===== src/rtl/mem_arbiter_pkg.sv =====
// mem_arbiter_pkg: shared length codes, arbiter states, requester ids and RAM address width default
package mem_arbiter_pkg;
  localparam int ARB_ADDR_W = 17;
  localparam logic [1:0] MEM_LEN_B = 2'b00;
  localparam logic [1:0] MEM_LEN_H = 2'b01;
  localparam logic [1:0] MEM_LEN_W = 2'b10;
  typedef enum logic [1:0] {ARB_IDLE, ARB_READ, ARB_WRITE, ARB_FIN} arb_state_t;
  typedef enum logic {REQ_IF, REQ_MEM} req_t;
  function automatic logic [2:0] len_bytes(input logic [1:0] len);
    return (len == MEM_LEN_W || len == 2'b11) ? 3'd4 : len == MEM_LEN_H ? 3'd2 : 3'd1;
  endfunction
endpackage


===== src/rtl/mem_arbiter.sv =====
// mem_arbiter: shares a byte-wide RAM port between fetch (IF) and data (MEM), one byte per RAM cycle
module mem_arbiter
  import mem_arbiter_pkg::*;
#(
  parameter int ADDR_W = ARB_ADDR_W
) (
  input  logic              clk,
  input  logic              rst,
  input  logic              if_req_i,
  input  logic [31:0]       if_addr_i,
  output logic [31:0]       if_data_o,
  output logic              if_done_o,
  input  logic              mem_req_i,
  input  logic              mem_we_i,
  input  logic [1:0]        mem_len_i,
  input  logic [31:0]       mem_addr_i,
  input  logic [31:0]       mem_wdata_i,
  output logic [31:0]       mem_rdata_o,
  output logic              mem_done_o,
  input  logic              flush_i,
  output logic [ADDR_W-1:0] ram_addr_o,
  output logic              ram_wr_o,
  output logic [7:0]        ram_dout_o,
  input  logic [7:0]        ram_din_i,
  output logic              busy_o
);
  arb_state_t state_q, state_d;
  req_t req_q;
  logic we_q;
  logic [31:0] base_q, data_q, if_hold_q, mem_hold_q, addr_sum;
  logic [2:0] n_q, cnt_q;
  logic take_mem, take_if, mem_load_done, unused_sum_hi;
  assign take_mem = state_q == ARB_IDLE && mem_req_i;
  assign take_if = state_q == ARB_IDLE && !mem_req_i && if_req_i && !flush_i;
  assign addr_sum = base_q + 32'(cnt_q);
  assign unused_sum_hi = ^addr_sum[31:ADDR_W];
  always_comb begin
    state_d = state_q;
    unique case (state_q)
      ARB_IDLE: state_d = take_mem ? (mem_we_i ? ARB_WRITE : ARB_READ) : take_if ? ARB_READ : ARB_IDLE;
      ARB_READ: state_d = (req_q == REQ_IF && flush_i) ? ARB_IDLE : cnt_q == n_q ? ARB_FIN : ARB_READ;
      ARB_WRITE: state_d = cnt_q == n_q - 3'd1 ? ARB_FIN : ARB_WRITE;
      default: state_d = ARB_IDLE;
    endcase
  end
  always_ff @(posedge clk or negedge rst)
    if (!rst) state_q <= ARB_IDLE;
    else state_q <= state_d;
  assign busy_o = state_q != ARB_IDLE;
  assign ram_wr_o = state_q == ARB_WRITE;
  // the extra READ cycle (cnt == N) only collects the last byte, so no address is driven then
  assign ram_addr_o = ((state_q == ARB_READ && cnt_q < n_q) || state_q == ARB_WRITE) ? addr_sum[ADDR_W-1:0] : '0;
  assign ram_dout_o = state_q == ARB_WRITE ? data_q[{cnt_q[1:0], 3'b000} +: 8] : '0;
  assign if_done_o = state_q == ARB_FIN && req_q == REQ_IF;
  assign mem_done_o = state_q == ARB_FIN && req_q == REQ_MEM;
  assign mem_load_done = mem_done_o && !we_q;
  assign if_data_o = if_done_o ? data_q : if_hold_q;
  assign mem_rdata_o = mem_load_done ? data_q : mem_hold_q;
  always_ff @(posedge clk or negedge rst)
    if (!rst) begin
      req_q <= REQ_IF;
      we_q <= 1'b0;
      base_q <= '0;
      n_q <= '0;
      cnt_q <= '0;
      data_q <= '0;
      if_hold_q <= '0;
      mem_hold_q <= '0;
    end else begin
      if (take_mem || take_if) begin
        req_q <= take_mem ? REQ_MEM : REQ_IF;
        we_q <= take_mem && mem_we_i;
        base_q <= take_mem ? mem_addr_i : if_addr_i;
        n_q <= take_mem ? len_bytes(mem_len_i) : 3'd4;
        data_q <= (take_mem && mem_we_i) ? mem_wdata_i : '0;
        cnt_q <= '0;
      end
      if (state_q == ARB_READ || state_q == ARB_WRITE) cnt_q <= cnt_q + 3'd1;
      // RAM data lags its address by one cycle, so count k delivers byte k-1
      if (state_q == ARB_READ && cnt_q != 3'd0) data_q[{cnt_q[1:0] - 2'd1, 3'b000} +: 8] <= ram_din_i;
      if (if_done_o) if_hold_q <= data_q;
      if (mem_load_done) mem_hold_q <= data_q;
    end
endmodule


===== config.mk =====
export PLATFORM = sky130hd
export DESIGN_NAME = mem_arbiter
export DESIGN_NICKNAME = d
export VERILOG_FILES = /design/src/rtl/mem_arbiter_pkg.sv /design/src/rtl/mem_arbiter.sv
export SDC_FILE = /design/constraint.sdc
export NUM_CORES = 1
export LEC_CHECK = 0
export CORE_ASPECT_RATIO = 0.5
export CORE_MARGIN = 10
export CORE_UTILIZATION = 65
export CTS_CLUSTER_DIAMETER = 120
export DETAILED_ROUTE_END_ITERATION = 8
export DONT_BUFFER_PORTS = 1
export PLACE_DENSITY = 0.85
export SLEW_MARGIN = 20
export SYNTH_ARGS = -nofsm -noshare
export SYNTH_HDL_FRONTEND = slang
export SYNTH_SLANG_ARGS = --single-unit
export TNS_END_PERCENT = 5

===== constraint.sdc =====
create_clock -name clk -period 6.55 [get_ports clk]
set_clock_uncertainty 0.05 [all_clocks]
set_input_delay 1.965 -clock clk [delete_from_list [all_inputs] [get_ports clk]]
set_output_delay 1.965 -clock clk [all_outputs]
set_load 0.03 [all_outputs]

Word level (Yosys, flattened, before mapping)

Cells that the tools add are included.
W data, S select, Z words.

Bits of input ports: 112
Latch bits: 0
Bits in writable memories: 0
Memories: 0
ROM bits: 0
Word-level logic and storage cells: 71
Bits in registers: 123
Output and inout port bits: 93

Reduce and logical (&&, ||, !) cells: 22
Multiply operators: 0
$add $sub $neg: 5
Equal/unequal tests: 8
Bitwise logic cells: 1
Shifts and indexed selects: 3
Order comparisons: 1
Divide/modulo/power cells: 0
Mux-type cells: 22

Operators by type and width:

| operator                 | count |
|---|---|
| $mux W32                 | 5 |
| $mux W17                 | 2 |
| $bwmux W32               | 1 |
| $shift A8 B7 Y32 const A | 1 |
| $shiftx A32 B6 Y8        | 1 |
| $shiftx A8 B7 Y32        | 1 |
| $add A17 B3 Y17          | 1 |
| $mux W3                  | 4 |
| $logic_and A1 B1 Y1      | 11 |
| $mux W2                  | 5 |
| $eq A2 B2 Y1 const B     | 4 |
| $mux W8                  | 1 |
| $neg A5 Y7               | 1 |
| $eq A3 B3 Y1             | 2 |
| $pmux W2 S3              | 1 |
| $eq A2 B1 Y1 const B     | 2 |
| $logic_or A1 B1 Y1       | 4 |
| $reduce_bool A2 Y1       | 2 |
| $add A3 B1 Y3 const B    | 1 |
| $logic_not A1 Y1         | 3 |
| $lt A3 B3 Y1             | 1 |
| $mux W1                  | 3 |
| $reduce_bool A3 Y1       | 1 |
| $sub A3 B1 Y3 const B    | 1 |
| other kinds (3)          | 3 |

Longest topological paths before layout

Word-level depth: 8
Gate-level depth with buffers: 8
Gate-level depth less buffers: 7

Least setup slack after synthesis

No wires, ideal clock.

Path kind: register -> output
From: register cnt_q[1]
To: output ram_addr_o[16]
Cell stages (with the launch flop): 8
Buffers on the path: 1
Setup slack: 1.816 ns
Data required time: 4.535 ns
Arrival: 2.719 ns
Cells stage by stage: dfrtp_1 clkbuf_1 inv_1 fa_1 nor2b_1 o21ai_2 or4_1 a21oi_1

Longest elaborated chain between the ends: 4
Elaborated cells between the ends (all ways): 5
Classes of those cells: add/sub (1); order compare (1); mux (1); reduce/logical (2)

RTL lines:

| element                                                 | RTL line          | source |
|---|---|---|
| start, declared                                         | mem_arbiter.sv:31 | `logic [2:0] n_q, cnt_q;` |
| start signal, assigned                                  | mem_arbiter.sv:78 | `if (state_q == ARB_READ \|\| state_q == ARB_WRITE) cnt_q <= cnt_q + 3'd1;` |
| branches (longest 3 deep; another with $add A17 B3 Y17) | --                |  |
| $mux W17 (*)                                            | mem_arbiter.sv:52 | `assign ram_addr_o = ((state_q == ARB_READ && cnt_q < n_q) \|\| state_q == ARB_WRITE) ? addr_sum[ADDR_W-1:0] : '0 ...` |
| end, declared                                           | mem_arbiter.sv:21 | `output logic [ADDR_W-1:0] ram_addr_o,` |

Every way passes the cells marked *.

Worst setup path after layout

From: register cnt_q[0]
To: output ram_addr_o[16]

Same word-level chain as after synthesis.

==> metrics.md <==
| Metric | Value |
|---|---|
| Status | complete, no violations |
| Initial Util | 68.2% |
| Level count of the clock H-tree | 4 |
| Final Setup Violations | 0 |
| Drt via density | 6.48 |
| R2r startpoint | cnt_q[1] |
| Syn. warnings | 0 |
| Drt total wl | 15.7 mm |
| Std cell rows | 24 |
| Crit end category | output pin |
| Sw Share | 45.5% |
| Final Cycle Share | 86.8% |
| Most frequent cells in the layout | dfrtp_1, a21oi_1, nand2_1 |
| Register-to-Register Setup Slack | 4.01 ns |
| R2r worst-path depth | 5 |
| Min Hold Slack | 0.423 ns |
| Antenna cells | 0 |
| Hold Vio Cnt, Final | 0 |
| Clock Power Share | 22.8% |
| Buffers on Ports | 0 |
| Pre-Repair DR Iteration Count | 5 |
| Crit path max fanout | 19 |
| Syn Area/Cell | roughly 11 um^2 |
| Commonest non-fill, non-tap cell in the layout | dfrtp_1 |
| # Post-CTS Setup Buffers | 0 |
| Synthesized cell area | 6080 um^2 |
| Congestion Overflow GR | 0 |
| Die height | 88.4 um |
| Post-Synth Simple-Gate Area | 9.38% |
| Initial antenna violation count | 0 |
| CTS sink count | 123 |
| Share of power burned in registers | 34.0% |
| Root Driver | clkbuf_16 |
| Hold Crit Depth | 1 |
| Hold Crit Start | we_q |
| Fillers | 554 |
| Syn nets | 665 |
| Largest net degree at the start of global routing | 124 |
| Max incr delay on CP | 0.94 ns |
| Vias | 4,234 |
| Post-route setup TNS | 0 ns |
| Clock Path Buffers | 2 |
| Final nets | 654 |
| Largest family of logic cells by synthesized area | multiplexers |
| Post-synthesis xor/xnor area fraction | 1.58% |
| Post-synth EDFFs | 0 |
| Cells after synthesis | 534 |
| Family with the most delay on the worst path | flip-flops |
| Total power | around 0.004 W |
| Mux cell area share after synthesis | between 15 and 20% |
| Class of the worst hold path | reg -> reg |
| DR WL/cell | 24.1 um |
| CTS buffer count | 17 |
| Leak pwr | just over 3 nW |
| Placer Congestion | 0.851 |
| # IOs | 205 |
| Seq. cell area | 3080 um^2 |
| Worst-path clk slew | approximately 0.06 ns |
| DIE AREA | 13,900 um^2 |
| Synth Area in Compound Gates | 13.4% |
| TritonCTS clock tree | built |
| Crit path time final | between 5 and 6 ns |
| Crit-path slowest cell | dfrtp_1 |
| FFs w/ async S/R, synth | 100% |
| DP Wirelength | 11.1 mm |
| Sequential-to-total area share from yosys stat | ~50% |
| RSZ-0062 raised after global routing | false |
| Post-synth cell types | between 40 and 50 |
| Multi-input logic area | 2830 um^2 |
| Vias in the first global route | 4,339 |
| MaxCap Viol Count | 0 |
| Worst path arrival time | 3.67 ns |
| Flop and latch count out of synthesis | about 120 |
| Worst reg2reg path endpoint | data_q[18] |
| P_int | 0.00217 W |
| Startpoint Class | register |
| CP cell instances | ha_1 -> inv_1 -> fa_1 -> nor2b_1 -> o21ai_2 -> or4_1 -> a21oi_1 |
| Post-cts sizing count | 0 |
| Psw | between 0.0015 and 0.002 W |
| Post-CTS Hold Buffers | 0 |
| Share of layout cells above drive strength 1 | 16.6% |
| Main flop type after synthesis | dfrtp_1 |
| Die Wd | between 150 and 200 um |
| WHS Endpoint | we_q |
| Crit path buffers/inverters | 1 |
| Kind of critical path | reg -> out |
| Clk_lat worst skew | 0.41 ns |
| Total GRT Usage | 22.5% |
| Area growth syn-to-layout | 10.6% |
| Fin. max-slew vios | 0 |
| Remaining antenna violation count | 0 |
| Fmax | roughly 180 MHz |
| Comb pwr share | a little over two fifths |
| Core area | 8920 um^2 |
| Pwr Density | 593 nW/um^2 |
| DRT iter0 DRCs | 288 |
| Post-Synth Adder-Cell Area | 4.03% |
| Critical Path RT | between 4 and 5 ns |
| Worst Tran Pin Value | 1.06 ns |
| DRC viols | 0 |
| First-pass GRT wire length | between 20 and 25 mm |
| Peak VDD IR | between 200 and 300 uV |
| Max-slew headroom | 29.4% |
[worst reg2reg max path, cell delays in order, from the launching register on]
cell and delay (ns):
dfrtp_1 0.82, inv_1 0.31, ha_1 0.42, nor2_1 0.54, nand2_1 0.15, a21oi_1 0.18
[synthesized netlist by cell type, types with 3 or more instances]
cell type	n	share of area [%]
dfrtp_1	123	51
a21oi_1	57	4.7
nand2_1	45	2.8
mux2_2	34	6.3
mux2_1	30	5.6
clkbuf_1	25	1.5
o21ai_0	24	2.0
ha_1	18	3.7
mux2i_1	18	3.0
a221oi_1	16	2.3
a22oi_1	16	2.0
nor2b_1	15	1.5
inv_1	13	0.80
nor2_1	13	0.80
and2_1	10	1.0
mux4_2	8	3.0
buf_2	7	0.58
nand3_1	7	0.58
xor2_1	7	1.0
o31ai_1	4	0.49
xnor2_1	4	0.58
o211ai_1	3	0.37
o21ai_1	3	0.25
or4_1	3	0.37
[worst max-delay path by stage]
stage | endpoint | startpoint | depth (start not counted)
6_report | ram_addr_o[16] | cnt_q[0] | 7
5_1_grt | ram_addr_o[16] | cnt_q[0] | 7
4_1_cts | ram_addr_o[16] | cnt_q[0] | 7
3_5_place_dp | ram_addr_o[16] | cnt_q[0] | 7
3_3_place_gp | ram_addr_o[16] | cnt_q[0] | 7
2_1_floorplan | ram_addr_o[16] | cnt_q[1] | 7
[kinds of logic after synthesis]
family | count (synthesis)
simple gates | 110
flops | 123
buf+inv | 48
compound gates | 133
mux | 90
fa+ha+maj | 19
xor+xnor | 11
[state kept, by name, summed over array words and instances (netlist names)]
| register | count |
|---|---|
| data_q | 32 |
| if_hold_q | 32 |
| mem_hold_q | 32 |
| base_q | 17 |
| cnt_q | 3 |
| n_q | 3 |
| state_q | 2 |
| req_q | 1 |
| we_q | 1 |
[per-layer routing]
metal  GRT usage [%]  vias up  wire, um
li1                -     1910         -
met1            26.1     2085      6050
met2            36.2      214      7350
met3            11.6       25      2040
met4            7.23        0       274
met5               0        -         0
[power groups by stage]
stage	logic (W)	clock network, W	registers [W]
global placement	0.00167	0	0.00134
CTS	0.00173	0.000920	0.00136
detailed placement	0.00172	0	0.00137
finish	0.00172	0.000911	0.00136
floorplan	0.00150	0	0.00124
global route	0.00186	0.000953	0.00140
[stage by stage]
stage | util (%) | area (um^2) | std cells | setup slack, ns
after floorplan | - | 6080 | 534 | 1.82
after global placement | 68.7 | 6120 | 620 | 1.37
after detailed placement | 68.7 | 6120 | 620 | 1.28
after CTS | 75.3 | 6720 | 652 | 0.807
after global routing | 75.4 | 6730 | 653 | 0.618
final | 75.4 | 6730 | 653 | 0.867
[layout make-up]
cell class / instances / share of cell area [%]
clock buffers: 21 / 7.14
repair buffers: 4 / 0.447
clock inverters: 11 / 1.67
inverters: 14 / 0.781
well taps: 117 / 2.18
multi-input cells: 363 / 42.0
flip-flops and latches: 123 / 45.8
Note: power is estimated with default switching activity, not from simulation.
